$ cat src/rtl/dram_burst_packer.sv
// rtl/dram_burst_packer.sv - pixel byte packer, word FIFO and 16-beat burst announcer (optional DROP_COUNT_EN)
module dram_burst_packer #(
    parameter int DEPTH_LOG2 = 6,
    parameter int BURST_LEN  = 16
) (
    input  logic                  ACLK,
    input  logic                  rst,
    input  logic                  clear,
    input  logic [7:0]            pix_in,
    input  logic                  pix_valid,
    input  logic                  pix_last,
    output logic                  pix_ready,
    output logic [63:0]           dout,
    output logic                  dout_valid,
    input  logic                  dout_ready,
    output logic                  burst_valid,
    output logic [DEPTH_LOG2:0]   level,
    output logic                  overflow
`ifdef DROP_COUNT_EN
    ,
    output logic [31:0]           drop_count
`endif
);

    localparam int DEPTH  = 1 << DEPTH_LOG2;
    localparam int LVL_W  = DEPTH_LOG2 + 1;
    localparam int BEAT_W = $clog2(BURST_LEN);

    typedef enum logic {FILL, PAD} state_t;

    state_t                  state, state_nxt;
    logic [2:0]              byte_idx;
    logic [63:0]             shreg;
    logic [63:0]             mem [DEPTH];
    logic [DEPTH_LOG2-1:0]   wr_ptr, rd_ptr;
    logic [BEAT_W-1:0]       words_mod, words_mod_inc;
    logic [BEAT_W-1:0]       beat_cnt;
    logic                    outstanding;

    logic                    not_full, accept, pack_push, pad_push, push, pop, issue;
    logic [63:0]             pack_word, push_data;

    assign not_full      = level < LVL_W'(DEPTH);
    assign pix_ready     = (state == FILL) && not_full;
    assign accept        = pix_valid && pix_ready;
    // Bytes above byte_idx are still zero in shreg, so a short tail word is zero-filled for free.
    assign pack_word     = shreg | ({56'd0, pix_in} << {byte_idx, 3'b000});
    assign pack_push     = accept && ((byte_idx == 3'd7) || pix_last);
    assign pad_push      = (state == PAD) && not_full;
    assign push          = pack_push || pad_push;
    assign push_data     = pad_push ? 64'd0 : pack_word;
    assign words_mod_inc = words_mod + 1'b1;

    assign dout          = mem[rd_ptr];
    assign dout_valid    = outstanding && (level != '0);
    assign pop           = dout_valid && dout_ready;
    assign issue         = !outstanding && (level >= LVL_W'(BURST_LEN)) && !burst_valid;

    always_comb begin
        state_nxt = state;
        case (state)
            FILL: if (accept && pix_last && (words_mod_inc != '0)) state_nxt = PAD;
            PAD:  if (pad_push && (words_mod_inc == '0))           state_nxt = FILL;
            default: state_nxt = FILL;
        endcase
    end

    always_ff @(posedge ACLK) begin
        if (rst || clear) begin
            state       <= FILL;
            byte_idx    <= '0;
            shreg       <= '0;
            wr_ptr      <= '0;
            rd_ptr      <= '0;
            level       <= '0;
            words_mod   <= '0;
            outstanding <= 1'b0;
            beat_cnt    <= '0;
            burst_valid <= 1'b0;
        end else begin
            state <= state_nxt;
            if (accept) begin
                if (pack_push) begin
                    byte_idx <= '0;
                    shreg    <= '0;
                end else begin
                    byte_idx <= byte_idx + 3'd1;
                    shreg    <= pack_word;
                end
            end
            if (push) begin
                wr_ptr    <= wr_ptr + 1'b1;
                words_mod <= words_mod_inc;
            end
            if (pop) rd_ptr <= rd_ptr + 1'b1;
            level <= level + LVL_W'(push) - LVL_W'(pop);

            burst_valid <= issue;
            if (issue) begin
                outstanding <= 1'b1;
                beat_cnt    <= '0;
            end else if (pop) begin
                beat_cnt <= beat_cnt + 1'b1;
                if (beat_cnt == BEAT_W'(BURST_LEN - 1)) outstanding <= 1'b0;
            end
        end
    end

    always_ff @(posedge ACLK) begin
        if (push && !rst && !clear) mem[wr_ptr] <= push_data;
    end

    // Sticky across clear so a dropped byte is never silently forgotten.
    always_ff @(posedge ACLK) begin
        if (rst)                          overflow <= 1'b0;
        else if (pix_valid && !pix_ready) overflow <= 1'b1;
    end

`ifdef DROP_COUNT_EN
    always_ff @(posedge ACLK) begin
        if (rst)                                                 drop_count <= '0;
        else if (pix_valid && !pix_ready && (drop_count != '1)) drop_count <= drop_count + 32'd1;
    end
`endif

endmodule
$ cat config.mk
export PLATFORM = sky130hd
export DESIGN_NAME = dram_burst_packer
export DESIGN_NICKNAME = d
export VERILOG_FILES = /design/src/rtl/dram_burst_packer.sv
export SDC_FILE = /design/constraint.sdc
export NUM_CORES = 2
export LEC_CHECK = 0
export BUFFER_PORTS_ARGS = -buffer_cell sky130_fd_sc_hd__buf_2
export CAP_MARGIN = 15
export CORE_MARGIN = 8
export CORE_UTILIZATION = 35
export CTS_BUF_LIST = sky130_fd_sc_hd__clkbuf_4 sky130_fd_sc_hd__clkbuf_8
export DETAILED_ROUTE_END_ITERATION = 8
export GPL_TIMING_DRIVEN = 0
export PLACE_DENSITY_LB_ADDON = 0.1
export SLEW_MARGIN = 20
export SYNTH_ARGS = -nofsm -noshare
export SYNTH_HDL_FRONTEND = slang
export SYNTH_SLANG_ARGS = --single-unit
$ cat constraint.sdc
create_clock -name ACLK -period 5.94 [get_ports ACLK]
set_input_delay 1.188 -clock ACLK [delete_from_list [all_inputs] [get_ports ACLK]]
set_output_delay 1.188 -clock ACLK [all_outputs]
set_load 0.005 [all_outputs]
Word level (Yosys, flattened, before mapping)
Memory sizes are Yosys's and may differ from the RTL's. A register that Yosys moved wholly into a read port is not among the register bits.
Cells that the tools add are included.
{ "word_totals": {"ff_bits": 98, "ramBits": 4096, "inputBits": 14, "output_inout_bits": 75, "wordCells": 68, "memories": 1} }
{ "classes": {"add_sub_neg": 7, "n_lt_le_gt_ge": 2, "eq_ne": 2, "n_shift": 1, "muxes": 13, "n_bitwise": 2, "n_reduce_logical": 29} }
{ "mem_list": {"columns": ["memory", "depth", "word_bits", "rd", "rd_clocked_by_memory_dff", "wr", "line_no", "text"], "rows": [
  ["mem", 64, 64, 1, 1, 1, "34", "logic [63:0] mem [DEPTH];"]
]} }
{ "ops": {"columns": ["operator", "count"], "rows": [
  ["$mux 64", 2],
  ["$or 64x64->64", 1],
  ["$shl 8x6->64", 1],
  ["$logic_and 1x1->1", 14],
  ["$add 6x1->6 const B", 2],
  ["$mux 6", 2],
  ["$add 4x1->4 const B", 2],
  ["$add 7x1->7", 1],
  ["$ge 7x5->1 const B", 1],
  ["$lt 7x7->1 const B", 1],
  ["$mux 1", 7],
  ["$reduce_bool 7->1", 1],
  ["$sub 7x1->7", 1],
  ["$logic_not 1->1", 5],
  ["$eq 4x4->1 const B", 1],
  ["$logic_not 4->1", 1],
  ["$reduce_bool 2->1", 2],
  ["$reduce_bool 4->1", 1],
  ["$add 3x1->3 const B", 1],
  ["$eq 3x3->1 const B", 1],
  ["$logic_or 1x1->1", 3],
  ["$mux 3", 1],
  ["$pmux 1 s2", 1],
  ["$reduce_and 2->1", 1],
  ["other kinds (2)", 2]
]} }

Longest topological paths before layout
{ "depth": {"depth_word": 9, "mapped_depth": 16} }

Worst setup path after synthesis
Ideal clock, no wire load.
{ "synth_timing": {"kind": "input to register", "startpoint": "input pix_last", "endpoint": "memory mem[57][0] (enable)", "arrival_time_ps": 4991, "required_ps": 5453, "path_slack_ps": 462, "stages": 7, "cell_sequence": "o21ai_1 a21oi_1 buf_2 inv_1 nor3_1 nand3b_1 nor2_1"} }
{ "synth_via": {"elab_chain_len": 7} }
{ "synth_lines": {"columns": ["item", "line_no", "text"], "rows": [
  ["start, declared", "11", "input logic pix_last,"],
  ["$logic_or 1x1->1", "48", "assign pack_push = accept && ((byte_idx == 3'd7) || pix_last);"],
  ["$logic_and 1x1->1", "48", null],
  ["$logic_or 1x1->1", "50", "assign push = pack_push || pad_push;"],
  ["$logic_and 1x1->1 (2 in series)", "110", "if (push && !rst && !clear) mem[wr_ptr] <= push_data;"],
  ["$mux 1", "110", null],
  ["$mux 1 (implied by the code)", "110", null],
  ["end, declared", "34", null]
]} }
No other way between the ends.

==> impl_metrics.csv <==
group,metric,value,unit
flow_run,drv_cap,0,
setup_path,cp.required,4750,ps
synth,async_flop_share,0,
synth,synth_edf_count,4096,
synth,synth_top_family_by_area,"multiplexers",
synth,synth.area.top_cells,"edfxtp_1 78%, mux4_2 14%, dfxtp_1 1.3%, o22ai_1 1.2%, nor2_1 0.70%",
setup_path,path_max_fanout,10,
clock_network,cts_root_buf,"clkbuf_8",
drt,drt_wl_total,539.5,mm
drt,first_iter_violations,9346,
synth,synth_top_area_frac,0.7753,
clock_network,cts.sinks,4200,
drt,vias,83060,
synth,ys_ff_latch,4200,
clock_network,cts_tree,"built",
layout,final_common_cell,"edfxtp_1",
place,gp_congestion,0.7990,
die,start_util,0.3509,
synth,synth_area,158600,sq um
synth,yosysWarnings,0,
synth,synthCells,7097,
global_route,antenna_found_initial,53,
global_route,grt_first_pass_wirelength,728.5,mm
synth,synth_top_area_cell,"edfxtp_1",
global_route,use_met2,0.3582,
clock_network,path_clk_slew,60,ps
die,core,452100,sq um
sta,fin_crit_sh,0.9969,
sta,setup_ws,18.71,ps
synth,synthXorXnorAreaFrac,0.001049,
place,numPortBuffers,80,
layout,utilization,0.4224,
drt,wire_per_inst,36.25,microns
drt,via_per_inst,5.581,
synth,syn_area_per_cell,22.35,sq um
global_route,use_met3,0.03716,
sta,fmax,168.9,MHz
synth,synthSimpleGateAreaFrac,0.01603,
sta,slew_violations,0,
drt,drc_errors,0,
clock_network,insertion_delay,1220,ps
sta,period_minus_slack,5921,ps
global_route,grt_pass1_vias,85410,
die,die_h,689.3,microns
synth,synth_compound_area_frac,0.03065,
layout,final_cell_mix,"4,096 x edfxtp_1, 999 x mux4_2, 729 x clkbuf_8",
layout,layout-drive-gt1-share,0.3558,
place,dp_hpwl,375.8,mm
clock_network,cts_buffer_depth,4,
sta,setup_viol,0,
clock_network,numCtsBuffers,711,
layout,layout.nets,8360,
sta,fin_tns_setup,0,ps
power_and_ir_drop,peakVddDrop,0.0001902,V
layout,syn2layout_area_growth,20.38,%
sta,slew-limit-headroom,0.2224,
setup_path,worstPathArrival,4730,ps
global_route,grt_max_degree,45,
global_route,grt_overflow_total,0,
drt,ant_nets,0,
place,pre_cts_ws,-363.9,ps
hold_path,hold_path.class,"input pin to flip-flop",
setup_path,critPathKind,"flip-flop to output pin",
drt,first_pass_iters,5,
die,die_w,689.3,microns
setup_path,startpoint_type,"flip-flop",
die,ios,89,
status,status,"completed",
clock_network,htree_levels,6,
synth,syn-num-nets,7129,
die,num_rows,247,
global_route,use_met1,0.3165,
global_route,gr-max-usage-layer,"met2",
synth,synth_cell_types,53,
synth,synth_adder_area_share,0.001467,
sta,rsz0062_at_grt,"no",
clock_network,ctsHoldBuffers,0,
die,dieArea,475100,sq um
power_and_ir_drop,power.density,303.7,nW/um^2
power_and_ir_drop,leakage,56.02,nW
sta,skew,55.53,ps
setup_path,end_kind,"output pin",
sta,worst_pin_slew,1166,ps
sta,hold_viol_final,0,
synth,seq_area_frac_synth,0.7884,
global_route,grt_usage,0.2228,
synth,synth_ff_type,"edfxtp_1",
synth,muxShareOfSynthArea,0.1483,
-- routing by layer --
layer / vias up / share of wire
li1: 32940 / -
met1: 45920 / 0.43
met2: 3469 / 0.47
met3: 720 / 0.069
met4: 4 / 0.027
met5: - / 0.000039
-- synth_stat cells (5+ instances only) --
| cell | count |
|---|---|
| a211oi_1 | 24 |
| a21oi_1 | 195 |
| a221oi_1 | 9 |
| a31oi_1 | 9 |
| and2_1 | 7 |
| and3_1 | 11 |
| buf_1 | 28 |
| buf_2 | 155 |
| buf_4 | 80 |
| buf_6 | 10 |
| clkbuf_1 | 149 |
| dfxtp_1 | 104 |
| edfxtp_1 | 4096 |
| ha_1 | 17 |
| inv_1 | 15 |
| mux2i_1 | 100 |
| mux4_2 | 999 |
| nand2_1 | 68 |
| nand2b_1 | 11 |
| nand3_1 | 9 |
| nand3b_1 | 6 |
| nand4_1 | 7 |
| nor2_1 | 294 |
| nor2b_1 | 14 |
| nor3_1 | 56 |
| nor3b_1 | 5 |
| nor4_1 | 58 |
| o21ai_0 | 61 |
| o221ai_1 | 77 |
| o22a_1 | 57 |
| o22ai_1 | 310 |
| or3_1 | 5 |
| xnor2_1 | 8 |
| xor2_1 | 11 |
-- flip-flops by register name, indices dropped and copies added (netlist names), named ones only --
name         count
burst_valid      1
beat_cnt         4
state            1
byte_idx         3
words_mod        4
wr_ptr           6
shreg           64
outstanding      1
overflow         1
rd_ptr           6
mem           4096
level            7
-- through the flow --
stage                     std cells  area, sq um  total power (W)  hold slack [ps]
final                         14880       191000          0.05799            288.8
after global routing          14860       190900          0.05969            254.2
after CTS                     14860       190900          0.05852            145.9
after detailed placement      13590       176800          0.03353            456.5
after global placement        13150       166500          0.03344            445.8
after floorplan                7097       158600          0.03314            437.5
-- worst max-delay path, stage by stage (launching register included) --
cell and delay, ps:
dfxtp_1 310, buf_2 270, buf_6 260, buf_6 320
nand2_1 260, clkbuf_1 380, o221ai_1 360, o22ai_1 110
a211oi_1 600, o22a_2 440, buf_2 180
-- logic make-up (layout without fill, tap and decap cells) --
kind of cell               count (synthesis)  count (layout)
xor gates and xnor gates                  19              19
muxes                                   1102            1102
adders and majority gates                 18              18
and+or+nand+nor                          560             560
DFF                                     4200            4200
buffers and inverters                    439            2224
other                                      0              25
AOI/OAI and AO/OA                        759             759
-- final timing paths --
| check | cells after the start | start | end | slack [ps] |
|---|---|---|---|---|
| hold / removal | 3 | pix_last | state | 290 |
| setup / recovery | 10 | flip-flop | dout[42] | 20 |
| setup reg to reg | 13 | byte_idx[0] | mem[41][61] | 780 |
| hold reg to reg | 2 | shreg[16] | shreg[16] | 470 |
-- what timing repair did --
action                     CTS  global route
setup endpoints to repair   64             7
pin swaps                    3             0
setup buffers                1             0
resized for setup          174            10
-- where the power goes --
group | internal (W) | switching, W | total, W
clock | 0.0132 | 0.0119 | 0.0251
sequential | 0.0322 | 0.0000158 | 0.0323
combinational | 0.000169 | 0.000482 | 0.000651
total | 0.0456 | 0.0123 | 0.0580
-- area by class of cell --
type	count	area [sq um]
buffer	419	2479
tap	5976	7477
antenna	25	62.56
timing repair buffer	522	9329
clock buffer	969	11830
clock inverter	298	1648
sequential	4200	125100
fill	39330	261200
multi-input combinational	2458	33010
inverter	16	61.31
No activity file was read; power rests on OpenSTA's default activity.
